<file path="src/rtl/sipo_deser.sv">
// Serial-to-parallel deserializer with qualified input, SOF realignment and a
// single-entry valid/ready output holding register with overrun/framing pulses.
module sipo_deser #(
  parameter int WIDTH     = 10,
  parameter bit MSB_FIRST = 1'b1
) (
  input  logic             clk,
  input  logic             rst_n,
  input  logic             sin_valid,
  input  logic             sin_data,
  input  logic             sin_sof,
  output logic [WIDTH-1:0] pout_data,
  output logic             pout_valid,
  input  logic             pout_ready,
  output logic             overrun,
  output logic             frame_err
);
  localparam int CNT_W = $clog2(WIDTH);

  if (WIDTH < 2 || WIDTH > 32) begin : g_width_chk
    $error("sipo_deser: WIDTH must be in 2..32");
  end

  logic [WIDTH-1:0] r_sreg;
  logic [WIDTH-1:0] w_sreg_nxt;
  logic [CNT_W-1:0] r_cnt;
  logic [CNT_W-1:0] w_cnt_nxt;
  logic             w_last;
  logic             w_done;

  assign w_last = (r_cnt == CNT_W'(WIDTH - 1));
  // An SOF bit always opens a fresh word, so it can never complete one.
  assign w_done = sin_valid & ~sin_sof & w_last;

  always_comb begin
    w_sreg_nxt = r_sreg;
    w_cnt_nxt  = r_cnt;
    if (MSB_FIRST) w_sreg_nxt = {r_sreg[WIDTH-2:0], sin_data};
    else           w_sreg_nxt = {sin_data, r_sreg[WIDTH-1:1]};
    if (sin_sof)     w_cnt_nxt = CNT_W'(1);
    else if (w_last) w_cnt_nxt = '0;
    else             w_cnt_nxt = r_cnt + CNT_W'(1);
  end

  // Stale bits left in r_sreg after a realign are shifted out before completion.
  always_ff @(posedge clk) begin
    if (!rst_n) begin
      r_sreg     <= '0;
      r_cnt      <= '0;
      pout_data  <= '0;
      pout_valid <= 1'b0;
      overrun    <= 1'b0;
      frame_err  <= 1'b0;
    end else begin
      overrun   <= 1'b0;
      frame_err <= 1'b0;
      if (sin_valid) begin
        r_sreg    <= w_sreg_nxt;
        r_cnt     <= w_cnt_nxt;
        frame_err <= sin_sof && (r_cnt != '0);
      end
      if (w_done) begin
        if (!pout_valid || pout_ready) begin
          pout_data  <= w_sreg_nxt;
          pout_valid <= 1'b1;
        end else begin
          overrun <= 1'b1;
        end
      end else if (pout_valid && pout_ready) begin
        pout_valid <= 1'b0;
      end
    end
  end
endmodule

</file>
<file path="config.mk">
export PLATFORM = sky130hd
export DESIGN_NAME = sipo_deser
export DESIGN_NICKNAME = d
export VERILOG_FILES = /design/src/rtl/sipo_deser.sv
export SDC_FILE = /design/constraint.sdc
export NUM_CORES = 1
export LEC_CHECK = 0
export BUFFER_PORTS_ARGS = -buffer_cell sky130_fd_sc_hd__buf_2
export CORE_UTILIZATION = 48
export CTS_CLUSTER_DIAMETER = 150
export DETAILED_ROUTE_END_ITERATION = 8
export GPL_TIMING_DRIVEN = 0
export PLACE_DENSITY = 0.72
export SETUP_SLACK_MARGIN = 0.1
export SLEW_MARGIN = 0
export SYNTH_ARGS = -nofsm -noshare
export SYNTH_HDL_FRONTEND = slang
export SYNTH_SLANG_ARGS = --single-unit
</file>
<file path="constraint.sdc">
create_clock -name clk -period 1.4 [get_ports clk]
set_clock_uncertainty 0.1 [all_clocks]
set_input_delay 0.14 -clock clk [delete_from_list [all_inputs] [get_ports clk]]
set_output_delay 0.14 -clock clk [all_outputs]
set_load 0.01 [all_outputs]
</file>
==> out/qor.yml, run 1 <==
fin_crit_sh_pct: 95.7
synth_area_mm2: 0.00107
synthDistinctLibCells: 23
die_w_um: 49.3
path_class: "flip-flop to flip-flop"
relSlewSlack_pct: 71.4
end_kind: "flip-flop"
h-tree-depth: 1
tightestPinTransition_ps: 429
startpoint_type: "flip-flop"
port_buffers: 18
place_inst: 156
cp_slowest_cell: "dfxtp_2"
slew_violations: 0
num_rows: 16
syn-instance-count: 111
drcViolationCount: 0
critPathMaxFanout: 4
place.gp.congestion: 0.839
clkTransAtPathRegs_ps: 140
cp_cell_sequence: "inv_2 -> ha_4 -> nand3b_4 -> buf_4 -> nor2_2 -> a2111oi_2"
rrSetupSlack_ps: 60
cts.path.max_buffers: 2
num_antenna_cells: 0
viasPerCell: 5.08
synth_seq_cells: 26
crit_required_ps: 1530
grt_max_degree: 15
boundaryPins: 19
die_h_um: 49.3
setup_violations: 0
grt_antenna_before_repair: 0
path_buf_inv: 2
cts_root_buf: "clkbuf_4"
drt_iter0_drc: 11
vias: 854
worstPathArrival_ps: 1470
core_mm2: 0.00204
area_growth_pct: 23.7
cts-buffers-inserted: 3
overflow: 0
hold_viol: 0
final_core_util_pct: 65.1
syn_nets: 120
synth_top_area_share_pct: 48.4
routedWlPerCell_um: 12.3
max_stage_delay_ps: 360
cp_top_family: "flip-flops"
yosys_warnings: 0
synthTopCellsByArea: "dfxtp_1, mux2i_1, nand2_1"
synth.avg_cell_area_um2: 9.68
hold_path_class: "input pin to flip-flop"
timing.fmax_mhz: 747
initial_core_util_pct: 52.6
final_cells: 168
drv_cap: 0
ir_drop_mv: 0.516
drt-total-wl_um: 2070
p_total_w: 0.00123
grt_pass1_wl_um: 3590
timing.hold.ws_ps: 41.2
fillers: 189
status: "complete, no violations"
layout_min_cycle_time_ps: 1340
ant_nets: 0
grt_pass1_vias: 833
final_nets: 151
p_leak_nw: 0.589
grt.total_usage_pct: 19.6
power_density_mw_per_mm2: 924
first_pass_iters: 4
rsz0062_at_grt: "yes"
synth_area_leader_cell: "dfxtp_1"
yosysSeqAreaShare_pct: 48.4
cts_tree: "done"
dieArea_mm2: 0.00243
dp_hpwl_um: 1390
clk_latency_ps: 320
drive_gt1_share_pct: 29.1
clkSinkCount: 26
## worst reg2reg max path, cell delays in order (launching register included)
cell	delay [ps]
dfxtp_2	360
inv_2	50
ha_4	160
nand3b_4	80
buf_4	140
nor2_2	60
a2111oi_2	310
## cells in the mapped netlist
cell	instances
a2111oi_2	1
a21oi_1	1
a41oi_1	1
and2b_1	1
and3_1	1
buf_2	4
buf_6	1
clkbuf_1	1
dfxtp_1	26
ha_1	3
inv_1	3
mux2i_1	20
nand2_1	22
nand2b_1	1
nand3_1	3
nand3b_4	1
nand4_1	2
nor2_1	12
nor2b_1	2
nor3_2	1
o21a_1	1
o21ai_0	2
or3_1	1
## sequential cells by signal (all words and copies together), names as in the netlist
| name | flops |
|---|---|
| frame_err | 1 |
| r_cnt | 4 |
| pout_valid | 1 |
| overrun | 1 |
| r_sreg | 9 |
| pout_data | 10 |
## repair_timing
item                                   CTS  global route
setup buffers                            4             1
setup endpoints to repair               12            15
endpoints found under the hold margin    3             0
hold buffers                             2             0
gates cloned                             1             0
resized for setup                        7             2
pin swaps                                2             2
## cell type report
class | instances | area [um^2] | share of cell area [%]
multi-input combinational | 76 | 529 | 39.8
timing repair buffer | 26 | 159 | 11.9
inverter | 3 | 11.3 | 0.847
sequential | 26 | 526 | 39.5
tap | 27 | 33.8 | 2.54
buffer | 6 | 35.0 | 2.63
clock buffer | 4 | 36.3 | 2.73
## placed cells by master (no fill, tap or decap), types with 2 or more instances in the layout
cell type and count:
nand2_1 22, buf_6 2, ha_1 2, dfxtp_1 24, buf_2 22, nor2b_1 2, buf_4 5, nand4_1 2
mux2i_1 20, nand3_1 3, inv_1 2, dlygate4sd3_1 2, clkbuf_4 3, nor2_1 11
## logic make-up (layout without fill, tap and decap cells)
kind of cell,after synthesis,count (layout),synth area share [%]
fa+ha+maj,3,3,3.49
mux,20,20,18.6
simple gates,47,47,20.8
buf+inv,9,39,4.31
compound gates,6,6,4.31
flops,26,26,48.4
## routing by layer
layer  share of wire [%]  GRT usage (%)
met1                  48           24.3
met2                  48           32.4
met3                 2.2           3.74
met4                 1.3           8.82
met5                   0              0
## stage by stage
stage                     TNS, ps  setup WS (ps)  area [um^2]
after global placement          0           11.7         1200
after detailed placement     -130          -49.9         1200
after floorplan                 0            103         1080
after CTS                   -71.3          -14.4         1320
final                           0           60.9         1330
after global routing        -36.6          -22.9         1330
## where the power goes
part | internal [W] | total, W | switching, W
Combinational | 0.0000417 | 0.0000952 | 0.0000535
Clock | 0.000159 | 0.000379 | 0.000220
Sequential | 0.000748 | 0.000755 | 0.00000674
Total | 0.000949 | 0.00123 | 0.000280
## path summary, 6_finish.rpt
path	to	cells after the start	startpoint
max reg2reg	r_cnt[0]	6	r_cnt[1]
min	r_cnt[1]	4	sin_valid
max	r_cnt[0]	6	r_cnt[1]
min reg2reg	pout_data[6]	2	pout_data[6]
(Power assumes the default switching activity.)
==> inputs of run 2 (changes only) <==
- HOLD_SLACK_MARGIN: unset -> 0.08
==> run 2 against run 1 <==
Final cell count grew 1.8%. Global-route usage rose by 1.1 points. Clock power is 2% higher. Combinational power grew 14%. Sequential power barely moved. Sequential share of layout area down 1.3 points. Count of clock-buffer cells in the layout unchanged. Largest cell class unchanged.
==> out/qor.yml, run 2 (same netlist as run 1, synthesis figures left out) <==
status: "complete, no violations"
layout_setup_ws_ps: 31.0  # -29.9 ps
placed_area_mm2: 0.00120  # unchanged
crit_required_ps: 1530  # about the same
tightestPinTransition_ps: 305  # -124 ps
setup_violations: 0  # unchanged
hold_path_class: "input pin to flip-flop"
area_growth_pct: 27.8
cts-buffers-inserted: 3  # unchanged
dieArea_mm2: 0.00243  # unchanged
drv_cap: 0  # unchanged
layout_common_cells: "dfxtp_1, nand2_1, buf_2, mux2i_1, nor2_1"
final_nets: 154  # +2.0%
clk_latency_ps: 330  # about the same
wl_met3_um: 80  # +74%
grt_pass1_vias: 827  # -0.72%
max_stage_delay_ps: 380  # +20 ps
cp_slowest_cell: "dfxtp_2"
drt_iter0_drc: 19  # +8
end_kind: "flip-flop"
initial_core_util_pct: 52.6  # unchanged
regMostFlops: "pout_data"
path_class: "flip-flop to flip-flop"
largest_reg_flops: 10  # unchanged
p_total_w: 0.00125  # +1.9%
dr.max_layer_used: "met4"
fin_area_mm2: 0.00137  # +3.3%
fin_crit_sh_pct: 97.8  # +2.1 points
h-tree-depth: 1  # unchanged
worstReg2RegStart: "r_cnt[1]"
relSlewSlack_pct: 79.6  # +8.3 points
grt.total_usage_pct: 20.7  # +1.1 points
cts_root_buf: "clkbuf_4"
final_cells: 171  # +1.8%
die_h_um: 49.3  # unchanged
critPathMaxFanout: 4  # unchanged
place.gp.congestion: 0.839  # unchanged
ctsHoldBuffers: 4  # +2
whs_path_depth: 3  # -1
ir_drop_mv: 0.545  # +5.5%
die_w_um: 49.3  # unchanged
worstPathArrival_ps: 1500  # +30 ps
cp_cell_sequence: "inv_2 -> ha_4 -> nand3b_4 -> buf_4 -> nor2_2 -> a2111oi_2"
routedWlPerCell_um: 13.7  # +11%
min_from: "pout_ready"
rsz0062_at_grt: "yes"
grt_max_degree: 15  # unchanged
drcViolationCount: 0  # unchanged
ant_nets: 0  # unchanged
reg_top3: "pout_data x10, r_sreg x9, r_cnt x4"
mostFrequentLayoutCell: "dfxtp_1"
rrSetupSlack_ps: 30  # -30 ps
startpoint_type: "flip-flop"
grt_antenna_before_repair: 0  # unchanged
clkTransAtPathRegs_ps: 140  # about the same
first_pass_iters: 4  # unchanged
viasPerCell: 5.17  # +1.7%
layout_min_cycle_time_ps: 1370  # +29.9 ps
r2r_cells: 6  # unchanged
cts_tree: "done"
num_antenna_cells: 0  # unchanged
port_buffers: 18  # unchanged
overflow: 0  # unchanged
drt-total-wl_um: 2350  # +13%
hold_viol: 0  # unchanged
dp_hpwl_um: 1390  # unchanged
boundaryPins: 19  # unchanged
timing.fmax_mhz: 730  # -2.2%
place_ws_ps: -49.9  # unchanged
power_density_mw_per_mm2: 911  # -1.4%
core_mm2: 0.00204  # unchanged
hold_end: "overrun"
place_inst: 156  # unchanged
timing.hold.ws_ps: 50.2  # +9.02 ps
p_leak_nw: 0.609  # +3.4%
clkSinkCount: 26  # unchanged
drive_gt1_share_pct: 31.3  # +2.2 points
grt_pass1_wl_um: 3750  # +4.2%
slew_violations: 0  # unchanged
met1Wirelength_um: 1070  # +6.8%
vias: 884  # +3.5%
r2r-end: "r_cnt[0]"
num_rows: 16  # unchanged
cts.path.max_buffers: 2  # unchanged
met2_length_um: 1160  # +17%
==> run 2: changes by cell type in the layout (fill, tap and decap cells not counted), sizes merged <==
cell and change:
dlygate4sd3 +2, clkbuf +1
==> run 2: worst max-delay path by stage <==
stage / start / end
after global routing: r_cnt[1] / pout_data[4]
final: r_cnt[1] / r_cnt[0]
after global placement: r_cnt[1] / pout_data[4]
after detailed placement: r_cnt[1] / pout_data[2]
after CTS: r_cnt[1] / pout_data[2]
after floorplan: r_cnt[1] / pout_data[0]
==> run 2: critical path, delay by kind of cell (launching register included) <==
kind / cells / cell delay (ps)
buffers and inverters: 2 / 200
adder cells (fa/ha/maj): 1 / 160
flip-flops: 1 / 380
AND/OR/NAND/NOR: 2 / 140
AO/OA/AOI/OAI: 1 / 310
==> run 2: repair_timing <==
item,CTS,global route
pin swaps,2,3
buffers inserted,4,2
resized for setup,7,9
hold endpoints to repair,8,2
cloned,1,0
setup endpoints to repair,12,26
==> run 2: power by group <==
group          leakage (nW)  switching (W)  total [W]  internal, W
Sequential            0.211     0.00000699   0.000755     0.000748
Combinational         0.377      0.0000595   0.000109    0.0000498
Clock                0.0210       0.000228   0.000387     0.000159
Total                 0.609       0.000295    0.00125     0.000957
==> run 2: final cells by class <==
type | instances | area, um^2
fill | 183 | 668
multi-input combinational | 76 | 539
sequential | 26 | 526
timing repair buffer | 29 | 186
buffer | 6 | 41.3
clock buffer | 4 | 36.3
tap | 27 | 33.8
inverter | 3 | 11.3
==> run 2: through the flow <==
step	TNS, ps	util (%)
6_report	0	67.3
3_5_place_dp	-130	58.9
4_1_cts	-71.3	65.6
3_3_place_gp	0	58.9
2_1_floorplan	0	-
5_1_grt	-119	67.3
==> run 2: routing by layer <==
| layer | vias to the layer above | GRT usage (%) |
|---|---|---|
| li1 | 437 | - |
| met1 | 419 | 26.4 |
| met2 | 22 | 33.8 |
| met3 | 6 | 3.74 |
| met4 | 0 | 8.82 |
| met5 | - | 0 |
==> inputs of run 3 (changes only) <==
- ABC_AREA: unset -> 1
==> run 3 against run 2 <==
Die area is 1.0% lower. Clock power is 35% higher. Final area is 4.3% higher. Critical path type is now input pin to flip-flop. Critical endpoint is now overrun. Largest power group unchanged.
==> out/qor.yml, run 3 <==
routedWlPerCell_um: 11.8  # -14%
port_buffers: 18  # unchanged
yosysMostFrequentCell: "nor2_1"
p_leak_nw: 0.724  # +19%
cts.path.max_buffers: 2  # unchanged
largest_reg_flops: 10  # unchanged
mostFrequentLayoutCell: "nor2_1"
dieArea_mm2: 0.00241  # -1.0%
critPathMaxFanout: 4  # unchanged
grt_pass1_vias: 928  # +12%
first_pass_iters: 4  # unchanged
synth_seq_cells: 26  # unchanged
crit_required_ps: 1500  # -30 ps
syn-instance-count: 148  # +33%
drt-total-wl_um: 2500  # +6.6%
path_depth: 6  # unchanged
synth_area_leader_cell: "dfxtp_1"
drive_gt1_share_pct: 27.6  # -3.7 points
area_growth_pct: 34.7
place_inst: 193  # +24%
ys.flop_type: "dfxtp_1"
grt_max_degree: 16  # +1
rsz0062_at_grt: "yes"
clkSinkCount: 26  # unchanged
setup_violations: 0  # unchanged
place.gp.congestion: 0.824  # -1.8%
num_antenna_cells: 0  # unchanged
power_density_mw_per_mm2: 989  # +8.6%
synthDistinctLibCells: 18  # -22%
die_h_um: 49.1  # -0.51%
synth-edff-count: 0  # unchanged
h-tree-depth: 1  # unchanged
relSlewSlack_pct: 73.2  # -6.4 points
drt_iter0_drc: 22  # +3
cp_top_family: "buffers and inverters"
cts_tree: "done"
synth_area_mm2: 0.00106  # -1.0%
die_w_um: 49.1  # -0.51%
overflow: 0  # unchanged
yosysSeqAreaShare_pct: 48.9  # +0.51 points
layout_common_cells: "nor2_1, nand2_1, dfxtp_1, buf_2, inv_1"
timing.fmax_mhz: 730  # -0.13%
drv_cap: 0  # unchanged
synthTopCellsByCount: "nor2_1, nand2_1, dfxtp_1"
ir_drop_mv: 0.688  # +26%
synthArstFlopShare_pct: 0  # unchanged
grt_antenna_before_repair: 0  # unchanged
num_rows: 16  # unchanged
drcViolationCount: 0  # unchanged
reg_top3: "pout_data x10, r_sreg x9, r_cnt x4"
timing.hold.ws_ps: 199  # +149 ps
max_stage_delay_ps: 560  # +180 ps
boundaryPins: 19  # unchanged
cts_root_buf: "clkbuf_4"
startpoint_type: "input pin"
status: "complete, no violations"
synth_top_area_share_pct: 48.9  # +0.51 points
syn_nets: 157  # +31%
end_kind: "flip-flop"
clkTransAtPathRegs_ps: 140  # about the same
ant_nets: 0  # unchanged
synth.avg_cell_area_um2: 7.19  # -26%
clk_latency_ps: 330  # about the same
initial_core_util_pct: 52.6  # about the same
grt_pass1_wl_um: 4200  # +12%
whs_path_depth: 4  # +1
vias: 1015  # +15%
fillers: 158  # -14%
yosys_warnings: 0  # unchanged
synthTopCellsByArea: "dfxtp_1, nor2_1, nand2_1"
regMostFlops: "pout_data"
hold_viol: 0  # unchanged
tightestPinTransition_ps: 398  # +92.7 ps
cp_cell_sequence: "buf_2 -> dlygate4sd3_1 -> inv_1 -> nand2_2 -> buf_4 -> nor4_1"
path_class: "input pin to flip-flop"
cts-buffers-inserted: 3  # unchanged
grt.total_usage_pct: 22.9  # +2.2 points
fin_crit_sh_pct: 97.9  # +0.12 points
path_buf_inv: 4  # +2
dp_hpwl_um: 1410  # +1.6%
fin_setup_tns_ps: 0  # unchanged
cp_slowest_cell: "dlygate4sd3_1"
worstPathArrival_ps: 1470  # -30 ps
final_cells: 212  # +24%
viasPerCell: 4.79  # -7.4%
slew_violations: 0  # unchanged
final_nets: 195  # +27%
layout_min_cycle_time_ps: 1370  # +1.72 ps
core_mm2: 0.00202  # -0.98%
r2r_cells: 9  # +3
hold_path_class: "input pin to flip-flop"
==> run 3: cell types whose count changed in the layout (fill, tap and decap cells not counted), moves of 2 or more <==
cell	change
nor2_1	+24
mux2i_1	-20
inv_1	+16
o21ai_0	+9
nand2_2	+6
a21oi_1	+5
nand2_1	+3
buf_6	+2
==> run 3: per-layer routing <==
metal	vias up	part of all wire [%]	global-route usage, %
met2	26	48	37.4
met4	0	3.2	11.8
met5	-	0	0
met3	9	3.8	3.43
met1	453	45	29.0
li1	527	-	-
==> run 3: timing repair <==
item | CTS | global route
endpoints found under the hold margin | 9 | 0
buffers inserted | 3 | 5
gates cloned | 2 | 0
endpoints found under the setup margin | 14 | 24
resized for setup | 15 | 10
pin swaps | 3 | 6
hold buffers | 5 | 0
==> run 3: cell type report <==
type | instances | area, um^2 | share of cell area, %
Sequential cell | 26 | 526 | 36.7
Multi-Input combinational cell | 96 | 483 | 33.7
Timing Repair Buffer | 33 | 223 | 15.5
Inverter | 20 | 75.1 | 5.24
Buffer | 6 | 40.0 | 2.79
Tap cell | 27 | 33.8 | 2.36
Clock inverter | 1 | 30.0 | 2.10
Clock buffer | 3 | 22.5 | 1.57
==> run 3: power by group <==
| group | internal [W] | switching [W] | total [W] |
|---|---|---|---|
| clock network | 0.000290 | 0.000233 | 0.000523 |
| registers | 0.000761 | 0.0000172 | 0.000778 |
| logic | 0.0000535 | 0.0000625 | 0.000116 |
| total | 0.00110 | 0.000313 | 0.00142 |
==> run 3: worst min-delay path, delay by kind of cell <==
family | cells | cell delay, ps
buf+inv | 2 | 290
simple gates | 1 | 120
compound gates | 1 | 40
==> run 3: final timing paths <==
| check | from | endpoint | slack (ps) |
|---|---|---|---|
| setup / recovery | sin_sof | overrun | 30 |
| hold / removal | sin_valid | frame_err | 200 |
| hold reg to reg | r_sreg[1] | r_sreg[2] | 400 |
| setup reg to reg | r_cnt[1] | pout_data[8] | 40 |
==> run 3: per-stage QoR <==
stage	total power (W)	worst slack, ps	utilization (%)	instance area [um^2]
6_report	0.00142	29.3	70.9	1430
5_1_grt	0.00146	-42.6	70.9	1430
4_1_cts	0.00140	34.3	68.1	1380
3_5_place_dp	0.000868	-57.4	58.8	1190
3_3_place_gp	0.000864	-21.7	58.8	1190
2_1_floorplan	0.000840	100	-	1060
==> run 3: cell families (layout without fill, tap and decap cells) <==
logic type | after synthesis | after routing | share of synthesized area, %
XOR/XNOR | 1 | 1 | 0.824
flip-flops | 26 | 26 | 48.9
AO/OA/AOI/OAI | 18 | 18 | 8.82
AND/OR/NAND/NOR | 74 | 74 | 27.8
buffers and inverters | 26 | 63 | 10.1
adder cells (fa/ha/maj) | 3 | 3 | 3.53
